===== config.mk =====
export PLATFORM = sky130hd
export DESIGN_NAME = bcd_down_counter
export DESIGN_NICKNAME = d
export VERILOG_FILES = /design/src/rtl/bcd_pkg.sv /design/src/rtl/bcd_decrementor.sv /design/src/rtl/bcd_down_counter.sv
export SDC_FILE = /design/constraint.sdc
export NUM_CORES = 1
export LEC_CHECK = 0
export ABC_AREA = 1
export CORE_ASPECT_RATIO = 1.2
export CORE_MARGIN = 2
export CORE_UTILIZATION = 45
export DETAILED_ROUTE_END_ITERATION = 6
export PLACE_DENSITY = 0.74
export SYNTH_ARGS = -nofsm -noshare
export SYNTH_HDL_FRONTEND = slang
export SYNTH_SLANG_ARGS = --single-unit

===== constraint.sdc =====
create_clock -name i_clk -period 4.5 [get_ports i_clk]
set_input_delay 0.45 -clock i_clk [delete_from_list [all_inputs] [get_ports i_clk]]
set_output_delay 0.45 -clock i_clk [all_outputs]
set_load 0.02 [all_outputs]

===== src/rtl/bcd_pkg.sv =====
// -----------------------------------------------------------------------------
// bcd_pkg
// Shared definitions for the BCD countdown timer and its per-digit decrementor.
//   BCD_W    : bits per BCD digit
//   BCD_MAX  : largest legal BCD digit value
//   state_e  : timer state encoding (IDLE=00, RUN=01, DONE=10)
//   bcd_sat  : clamps an out-of-range digit (A-F) down to 9
// -----------------------------------------------------------------------------
package bcd_pkg;

   localparam int unsigned BCD_W   = 4;
   localparam logic [3:0]  BCD_MAX = 4'd9;

   typedef enum logic [1:0] {
      StIdle = 2'b00,
      StRun  = 2'b01,
      StDone = 2'b10
   } state_e;

   // Digits A-F cannot be counted down meaningfully, so they saturate to 9.
   function automatic logic [3:0] bcd_sat(input logic [3:0] i_digit);
      return (i_digit > BCD_MAX) ? BCD_MAX : i_digit;
   endfunction

endpackage


===== src/rtl/bcd_decrementor.sv =====
// -----------------------------------------------------------------------------
// bcd_decrementor
// Combinational single-digit BCD decrement stage with borrow in / borrow out.
// Chained from digit 0 upward to form a multi-digit BCD subtract-by-one.
//   i_in     : current BCD digit
//   i_en     : borrow in; when low the digit passes through unchanged
//   o_out    : resulting BCD digit
//   o_borrow : borrow out to the next more significant digit
// -----------------------------------------------------------------------------
module bcd_decrementor
   import bcd_pkg::*;
(
   input  logic [3:0] i_in,
   input  logic       i_en,
   output logic [3:0] o_out,
   output logic       o_borrow
);

   always_comb begin
      o_out    = i_in;
      o_borrow = 1'b0;
      if (i_en) begin
         if (i_in == 4'd0) begin
            o_out    = BCD_MAX;
            o_borrow = 1'b1;
         end else begin
            o_out = i_in - 4'd1;
         end
      end
   end

endmodule


===== src/rtl/bcd_down_counter.sv =====
// -----------------------------------------------------------------------------
// bcd_down_counter
// Multi-digit BCD countdown timer. Decrements a loaded decimal value on each
// tick while running and pulses o_done when the count reaches zero.
//
// Optional feature: define BCD_DOWN_RELOAD_EN for auto-reload. The last loaded
// value is kept in a reload register and restored instead of reaching zero;
// o_done still pulses once per expiry and the timer stays running.
//
// Ports:
//   i_clk      : clock, rising edge
//   i_reset_n  : synchronous active-low reset
//   i_load     : load i_load_val (digits > 9 clamp to 9), go IDLE
//   i_load_val : BCD value to load, digit 0 in bits [3:0]
//   i_start    : start counting from IDLE
//   i_stop     : abort counting, hold count
//   i_tick     : decrement qualifier (prescaler pulse)
//   o_count    : current BCD count (registered)
//   o_busy     : registered copy of (state == RUN)
//   o_done     : one-cycle completion pulse (registered)
// -----------------------------------------------------------------------------
module bcd_down_counter
   import bcd_pkg::*;
#(
   parameter int unsigned DIGITS = 4
)
(
   input  logic                    i_clk,
   input  logic                    i_reset_n,
   input  logic                    i_load,
   input  logic [4*DIGITS-1:0]     i_load_val,
   input  logic                    i_start,
   input  logic                    i_stop,
   input  logic                    i_tick,
   output logic [4*DIGITS-1:0]     o_count,
   output logic                    o_busy,
   output logic                    o_done
);

   localparam int unsigned CNT_W = BCD_W * DIGITS;

   state_e             r_state;
   logic [CNT_W-1:0]   r_count;
   logic               r_busy;
   logic               r_done;
   // Set on an auto-reload so o_done fires on the following cycle.
   logic               r_pulse;
`ifdef BCD_DOWN_RELOAD_EN
   logic [CNT_W-1:0]   r_reload;
`endif

   logic [CNT_W-1:0]   w_dec;
   logic [DIGITS:0]    w_borrow;
   logic [CNT_W-1:0]   w_load_sat;
   logic               w_is_zero;
   logic               w_is_one;

   // Borrow chain: digit 0 always decrements, higher digits only on borrow.
   assign w_borrow[0] = 1'b1;

   for (genvar g = 0; g < DIGITS; g++) begin : g_digit
      bcd_decrementor u_dec (
         .i_in     (r_count[g*BCD_W +: BCD_W]),
         .i_en     (w_borrow[g]),
         .o_out    (w_dec[g*BCD_W +: BCD_W]),
         .o_borrow (w_borrow[g+1])
      );
   end

   // A borrow out of the top digit happens only when every digit is 0.
   assign w_is_zero = w_borrow[DIGITS];
   assign w_is_one  = (r_count == CNT_W'(1));

   always_comb begin
      w_load_sat = '0;
      for (int i = 0; i < DIGITS; i++) begin
         w_load_sat[i*BCD_W +: BCD_W] = bcd_sat(i_load_val[i*BCD_W +: BCD_W]);
      end
   end

   always_ff @(posedge i_clk) begin
      if (!i_reset_n) begin
         r_state  <= StIdle;
         r_count  <= '0;
         r_busy   <= 1'b0;
         r_done   <= 1'b0;
         r_pulse  <= 1'b0;
`ifdef BCD_DOWN_RELOAD_EN
         r_reload <= '0;
`endif
      end else begin
         // Outputs are registered copies of the state held during this cycle.
         r_busy  <= (r_state == StRun);
         r_done  <= (r_state == StDone) || r_pulse;
         r_pulse <= 1'b0;

         if (i_load) begin
            r_count  <= w_load_sat;
`ifdef BCD_DOWN_RELOAD_EN
            r_reload <= w_load_sat;
`endif
            r_state  <= StIdle;
            r_done   <= 1'b0;
         end else begin
            case (r_state)
               StIdle: begin
                  if (i_start) begin
                     r_state <= w_is_zero ? StDone : StRun;
                  end
               end
               StRun: begin
                  if (i_stop) begin
                     r_state <= StIdle;
                  end else if (i_tick) begin
                     if (w_is_one) begin
`ifdef BCD_DOWN_RELOAD_EN
                        if (r_reload != '0) begin
                           r_count <= r_reload;
                           r_pulse <= 1'b1;
                        end else begin
                           r_count <= '0;
                           r_state <= StDone;
                        end
`else
                        r_count <= '0;
                        r_state <= StDone;
`endif
                     end else begin
                        r_count <= w_dec;
                     end
                  end
               end
               StDone: begin
                  r_state <= StIdle;
               end
               default: begin
                  r_state <= StIdle;
               end
            endcase
         end
      end
   end

   assign o_count = r_count;
   assign o_busy  = r_busy;
   assign o_done  = r_done;

endmodule


==> impl_metrics.toml, run 1 <==
[status]
outcome = "complete, no violations"

[synth]
syn_inst = 216
syn_area_mm2 = 0.00142
synth_fp_nets = 245
ys_warn_count = 0
syn-mean-instance-area_um2 = 6.56
seq_area_frac_synth_pct = 28.3
synth_cell_type_count = 29
synth-seq-cells = 20

[sta]
maxSlewViolCount = 0
period_needed_ns = 2.00
min_period_over_period_pct = 44.5
worst_pin_slew_ns = 0.684
clock_skew_ns = 0.00211
fmax_ghz = 0.500
setup_viol = 0
slew_headroom_pct = 54.3
hold_viol = 0
fin_setup_tns_ns = 0
rsz0062_at_grt = "false"

[die]
coreArea_mm2 = 0.00303
die_h_um = 65.5
chipWidth_um = 55.2
start_util_pct = 46.8
num_io_pins = 40
dieArea_mm2 = 0.00361
rows = 22

[final_layout]
drive_gt1_share_pct = 9.77
final_cells = 292
final_common_cell = "nand2_1"
syn_to_final_growth_pct = 31.8
nNetsFinal = 286
num-fill-cells = 298
layout_common_cells = "42 x nand2_1, 39 x clkdlybuf4s50_1, 38 x nor2_1"
fin_area_mm2 = 0.00187
diodes = 0

[clocking]
cts_tree = "yes"
cts_hold_buf = 0
numClockSinks = 20
clk_latency_ns = 0.31
cts_resized = 0
cts_buffers = 3
clkTransAtPathRegs_ns = 0.12
root_buffer = "clkbuf_4"
htreeDepth = 1
cts_setup_buffers = 0
clk_path_buf_depth = 2

[drt]
wl_per_cell_um = 11.0
drt-total-wl_um = 3220
via_per_inst = 4.97
first_iter_violations = 55
firstDrtPassIters = 4
ant_nets = 0
route.detailed.drc = 0
via_count = 1450

[worst_setup_path]
r2r_start = "o_count[8]"
critPathLaunchType = "primary input"
crit_fanout = 20
crit_type = "in -> reg"
arrival_ns = 2.26
cp.required_ns = 4.76
crit_path_end_kind = "flop"
setup.worst_path.start = "i_load"

[hold_path]
worstHoldStart = "r_state[0]"
min_path_type = "reg -> reg"

[power]
cellPowerDensity_mw_per_mm2 = 293
p_leak_uw = 0.000853
irDropWorstVdd_mv = 0.177

[grt]
grt_util_all_layers_pct = 19.3
grt_pass1_vias = 1337
grt_start_max_net_pins = 21
antenna_found_initial = 0
grt_pass1_wl_um = 5620
gr-total-overflow = 0

[placed_design]
post-place-cells = 288
place_area_mm2 = 0.00183
io_buffers = 39
place.gp.congestion = 0.766
dp_hpwl_um = 2480

[job]
cap_viol_max_count = 0
[through the flow]
step           total power, uW  hold WS (ns)  util (%)  setup slack (ns)
3_3_place_gp               440         0.471      60.5              2.22
4_1_cts                    551         0.499      61.7              2.49
5_1_grt                    592         0.528      61.7              2.32
2_1_floorplan              366         0.454         -              2.99
6_report                   547         0.490      61.7              2.50
3_5_place_dp               441         0.470      60.5              2.15
[cell type report]
class | count | area (um2) | share of cell area [%]
multi-input cells | 162 | 878 | 47.1
inverters | 31 | 116 | 6.23
flip-flops and latches | 20 | 400 | 21.4
repair buffers | 39 | 390 | 20.9
clock buffers | 4 | 36.3 | 1.94
well taps | 36 | 45.0 | 2.41
[power breakdown]
part	switching [uW]	total (uW)	internal [uW]
registers	14.4	208	193
clock network	60.6	110	49.5
logic	130	229	99.2
total	205	547	342
[cell families (layout without fill, tap and decap cells)]
| logic type | Yosys count | after routing | synth area share, % |
|---|---|---|---|
| fa+ha+maj | 7 | 7 | 6.18 |
| simple gates | 114 | 114 | 38.3 |
| xor+xnor | 4 | 4 | 2.47 |
| flops | 20 | 20 | 28.3 |
| compound gates | 37 | 37 | 15.1 |
| buf+inv | 34 | 74 | 9.72 |
[sequential cells by signal, indices dropped and copies added, names as in the netlist]
name,cells
o_busy,1
r_state,2
o_count,16
o_done,1
[synthesized netlist by cell type]
| cell type | number | area [um2] |
|---|---|---|
| a21oi_1 | 11 | 55.1 |
| ha_1 | 7 | 87.6 |
| inv_2 | 7 | 26.3 |
| nor2_4 | 1 | 11.3 |
| buf_2 | 2 | 10.0 |
| nor2_2 | 3 | 18.8 |
| nand3_4 | 2 | 35.0 |
| o21ai_0 | 17 | 85.1 |
| nand2_1 | 42 | 158 |
| a32oi_1 | 1 | 8.76 |
| a22oi_1 | 1 | 7.51 |
| o21ai_4 | 1 | 16.3 |
| nor2_1 | 38 | 143 |
| nor3_1 | 1 | 5.00 |
| nand2_2 | 2 | 12.5 |
| nand3_2 | 1 | 10.0 |
| nand3_1 | 17 | 85.1 |
| buf_6 | 1 | 11.3 |
| dfxtp_1 | 20 | 400 |
| nand3b_2 | 1 | 11.3 |
| a31oi_1 | 3 | 18.8 |
| o31ai_1 | 2 | 15.0 |
| o21bai_1 | 1 | 7.51 |
| nand4_1 | 2 | 12.5 |
| xor2_1 | 1 | 8.76 |
| nand2_4 | 3 | 33.8 |
| inv_1 | 24 | 90.1 |
| or2_0 | 1 | 6.26 |
| xnor2_1 | 3 | 26.3 |
[worst max-delay path, cell delays in order]
cell and delay (ns):
clkdlybuf4s50_1 0.91, inv_2 0.26, o21ai_4 0.24, nand3_4 0.17, nand2_1 0.09, nand2_1 0.05, nor2_1 0.09
[layer usage]
layer | part of all wire (%) | track usage [%] | vias to the layer above | wire length, um
li1 | - | - | 779 | -
met1 | 46 | 24.5 | 634 | 1470
met2 | 49 | 32.9 | 32 | 1590
met3 | 3.2 | 2.17 | 5 | 103
met4 | 1.7 | 8.54 | 0 | 54
met5 | 0 | 0 | - | 0
[final timing paths]
check                           slack, ns  depth (start not counted)           to
worst max register to register       2.83                          9  o_count[11]
worst min register to register       0.49                          2       o_busy
worst min-delay path                 0.49                          2       o_busy
worst max-delay path                 2.50                          7  o_count[12]
Power figures use the tool's default switching activity.
==> run 2: changes to the inputs <==
clock period = 1.89 ns   (was 4.5 ns; I/O delays follow)
==> run 2 against run 1 <==
Clock-buffer cell count decreased by 1. Global-route usage decreased by 0.21 points. Hold slack got worse by 0.0024 ns. Clock skew increased by 0.0017 ns. Sequential share of layout area decreased by 0.10 points. Register-to-register slack got worse by 2.6 ns. Combinational power increased by 140%. Highest routed layer unchanged.
==> impl_metrics.toml, run 2 (synthesized netlist as in run 1, its figures left out) <==
[final_layout]
layout_common_cells = "42 x nand2_1, 39 x clkdlybuf4s50_1, 38 x nor2_1"
drive_gt1_share_pct = 10.5
final_common_cell = "nand2_1"
largest_register_ffs = 16
diodes = 0
nNetsFinal = 289
syn_to_final_growth_pct = 32.4

[hold_path]
min_path_type = "reg -> reg"

[clocking]
htreeDepth = 1
clkTransAtPathRegs_ns = 0.11
cts_hold_buf = 0
cts_setup_buffers = 0
clk_latency_ns = 0.31
cts_tree = "yes"
cts_resized = 0
root_buffer = "clkbuf_4"
numClockSinks = 20
clk_path_buf_depth = 2
cts_buffers = 3

[worst_setup_path]
slowest_stage = "dfxtp_1"
timing.rr.end = "o_count[11]"
cpMostUsedCell = "nor2_1"
r2r_start = "o_count[12]"
crit_end = "o_count[11]"
crit_fanout = 6
crit_type = "reg -> reg"
critPathLaunchType = "flop"
crit_chain = "inv_1, ha_1, nand3_1, nor2_2, nand2_4, nand2_1, o21ai_0, nor2_1, nor2_1"
crit_path_end_kind = "flop"
setup.worst_path.start = "o_count[12]"
slowest_delay_ns = 0.33
r2r_slack_ns = 0.23
arrival_ns = 1.87
cp.required_ns = 2.10
r2r_cells = 9

[sta]
rsz0062_at_grt = "false"
setup_viol = 0
slew_headroom_pct = 72.3
clock_skew_ns = 0.00383
fin_setup_tns_ns = 0
maxSlewViolCount = 0
worst_hold_slack_ns = 0.487
period_needed_ns = 1.66
worst_pin_slew_ns = 0.414
min_period_over_period_pct = 87.6
fmax_ghz = 0.604
hold_viol = 0

[die]
start_util_pct = 46.8
dieArea_mm2 = 0.00361
die_h_um = 65.5
num_io_pins = 40
chipWidth_um = 55.2
rows = 22
coreArea_mm2 = 0.00303

[grt]
antenna_found_initial = 0
grt_pass1_vias = 1326
grt_util_all_layers_pct = 19.1
grt_start_max_net_pins = 14
gr-total-overflow = 0
grt_pass1_wl_um = 5570

[drt]
via_count = 1475
ant_nets = 0
drt-total-wl_um = 3270
first_iter_violations = 18
route.detailed.drc = 0
wl_per_cell_um = 11.1
firstDrtPassIters = 4
via_per_inst = 5.02

[power]
p_total_uw = 1250
irDropWorstVdd_mv = 0.380
p_leak_uw = 0.000861
cellPowerDensity_mw_per_mm2 = 668

[status]
outcome = "complete, no violations"

[placed_design]
dp_hpwl_um = 2550
io_buffers = 39
place.gp.congestion = 0.899

[job]
cap_viol_max_count = 0
## run 2: worst max-delay path, delay by kind of cell (launching register included)
kind                     cells  cell delay, ns
AO/OA/AOI/OAI                1            0.11
adder cells (fa/ha/maj)      1            0.24
AND/OR/NAND/NOR              6            0.77
flip-flops                   1            0.33
buffers and inverters        1            0.10
## run 2: worst min-delay path by stage
stage,startpoint,endpoint,slack (ns),cells past startpoint
2_1_floorplan,i_reset_n,o_count[8],0.31,2
3_3_place_gp,o_count[9],o_count[9],0.47,2
3_5_place_dp,o_count[9],o_count[9],0.47,2
4_1_cts,i_start,r_state[0],0.49,3
5_1_grt,i_start,r_state[0],0.51,3
6_report,o_count[9],o_count[9],0.49,2
## run 2: per-stage QoR
step / instances / utilization, % / cell area, um2 / setup WS, ns
after global placement: 291 / 61.2 / 1850 / 0.251
final: 294 / 61.9 / 1880 / 0.234
after CTS: 294 / 61.9 / 1880 / 0.237
after detailed placement: 291 / 61.2 / 1850 / 0.187
after floorplan: 216 / - / 1420 / 0.380
after global routing: 294 / 61.9 / 1880 / 0.0901
## run 2: power by group
group          internal, uW  switching [uW]
Combinational           240             310
Sequential              461            33.7
Clock                  74.5             135
## run 2: area by class of cell
class | count | area (um2)
repair buffers | 42 | 413
well taps | 36 | 45.0
inverters | 31 | 116
fillers | 294 | 1150
clock buffers | 3 | 22.5
multi-input cells | 162 | 878
flip-flops and latches | 20 | 400
## run 2: per-layer routing
| metal | vias up | global-route usage [%] | share of wire [%] |
|---|---|---|---|
| met5 | - | 0 | 0 |
| met2 | 22 | 32.3 | 48 |
| met1 | 670 | 23.2 | 47 |
| li1 | 778 | - | - |
| met3 | 5 | 2.56 | 2.7 |
| met4 | 0 | 10.7 | 2.0 |
==> run 3: changes to the inputs <==
CORE_MARGIN = 3   (was 2)
SLEW_MARGIN = 20   (was unset)
==> run 3 against run 2 <==
Global-route usage down 1.7 points. Via count down 1.7%. Utilization up 3.1 points.
==> impl_metrics.toml, run 3 (synthesized netlist as in run 1, its figures left out) <==
[status]
outcome = "complete, no violations"

[worst_setup_path]
slowest_stage = "dfxtp_1"
path_delay_family = "simple AND/OR/NAND/NOR gates"
cpMostUsedCell = "nor2_1"
crit_type = "reg -> reg"
arrival_ns = 1.81
crit_chain = "inv_1, ha_1, nand3_1, nor2_2, nand2_4, nand2_1, o21ai_0, nor2_1, nor2_1"
crit_fanout = 6
crit_path_end_kind = "flop"
r2r_start = "o_count[8]"
critPathLaunchType = "flop"
slowest_delay_ns = 0.33
worst-path-buf-inv = 1
setup.worst_path.start = "o_count[8]"
cp.required_ns = 2.10

[final_layout]
syn_to_final_growth_pct = 32.7
diodes = 0
drive_gt1_share_pct = 10.5
fin_area_mm2 = 0.00188
layout_common_cells = "42 x nand2_1, 39 x clkdlybuf4s50_1, 38 x nor2_1"
final_common_cell = "nand2_1"
final_util_pct = 65.0
nNetsFinal = 288
largest_register_ffs = 16

[clocking]
cts_hold_buf = 0
clk_path_buf_depth = 2
htreeDepth = 1
cts_resized = 0
root_buffer = "clkbuf_4"
numClockSinks = 20
cts_setup_buffers = 0
clkTransAtPathRegs_ns = 0.12
clk_latency_ns = 0.30
cts_tree = "yes"
cts_buffers = 3

[drt]
ant_nets = 0
wl_per_cell_um = 10.9
first_iter_violations = 42
route.detailed.drc = 0
via_count = 1450
drt-total-wl_um = 3190
via_per_inst = 4.97
firstDrtPassIters = 4

[placed_design]
dp_hpwl_um = 2490
io_buffers = 39
place.gp.congestion = 0.845
place_area_mm2 = 0.00184

[sta]
fmax_ghz = 0.626
worst_hold_slack_ns = 0.490
rsz0062_at_grt = "false"
fin_setup_tns_ns = 0
slew_headroom_pct = 72.5
clock_skew_ns = 0.00209
hold_viol = 0
min_period_over_period_pct = 84.6
setup_viol = 0
period_needed_ns = 1.60
maxSlewViolCount = 0
worst_pin_slew_ns = 0.411

[die]
rows = 21
die_h_um = 67.5
num_io_pins = 40
coreArea_mm2 = 0.00289
chipWidth_um = 57.2
start_util_pct = 49.0
dieArea_mm2 = 0.00386

[power]
cellPowerDensity_mw_per_mm2 = 690
p_leak_uw = 0.000863
p_total_uw = 1300
irDropWorstVdd_mv = 0.467

[hold_path]
min_path_type = "reg -> reg"
worstHoldStart = "o_count[9]"

[grt]
grt_pass1_wl_um = 5350
grt_pass1_vias = 1273
gr-total-overflow = 0
antenna_found_initial = 0
grt_start_max_net_pins = 20
grt_util_all_layers_pct = 17.3

[job]
cap_viol_max_count = 0
-- run 3: cell types whose count changed in the layout (fill, tap and decap cells not counted), sizes merged --
cell and delta:
buf -1, clkbuf +1
-- run 3: routing by layer --
| layer | global-route usage, % | wire length [um] | up-vias | part of all wire, % |
|---|---|---|---|---|
| li1 | - | - | 783 | - |
| met1 | 21.4 | 1470 | 639 | 46 |
| met2 | 31.1 | 1560 | 26 | 49 |
| met3 | 2.49 | 136 | 2 | 4.3 |
| met4 | 5.22 | 17 | 0 | 0.53 |
| met5 | 0 | 0 | - | 0 |
-- run 3: metrics by stage --
stage / instances / setup slack, ns
after floorplan: 216 / 0.380
after global placement: 288 / 0.240
after detailed placement: 288 / 0.232
after CTS: 292 / 0.287
after global routing: 292 / 0.110
final: 292 / 0.292
-- run 3: worst reg2reg max path, stage by stage (launching register included) --
cell and delay [ns]:
dfxtp_1 0.33, inv_1 0.12, ha_1 0.18, nand3_1 0.14, nor2_2 0.20, nand2_4 0.10
nand2_1 0.18, o21ai_0 0.11, nor2_1 0.10, nor2_1 0.05
-- run 3: path summary, 6_finish.rpt --
check / cells past startpoint / slack [ns] / to
setup reg to reg: 9 / 0.29 / o_count[11]
setup / recovery: 9 / 0.29 / o_count[11]
hold reg to reg: 2 / 0.49 / o_count[9]
hold / removal: 2 / 0.49 / o_count[9]
-- run 3: area by class of cell --
class                           instances  area (um2)
Clock buffer                            4        36.3
Fill cell                             277        1010
Inverter                               31         116
Multi-Input combinational cell        162         878
Sequential cell                        20         400
Tap cell                               34        42.5
Timing Repair Buffer                   41         405
-- run 3: where the power goes --
part           total (uW)  internal (uW)  switching, uW
registers             494            461           33.0
logic                 548            239            308
clock network         256            117            138
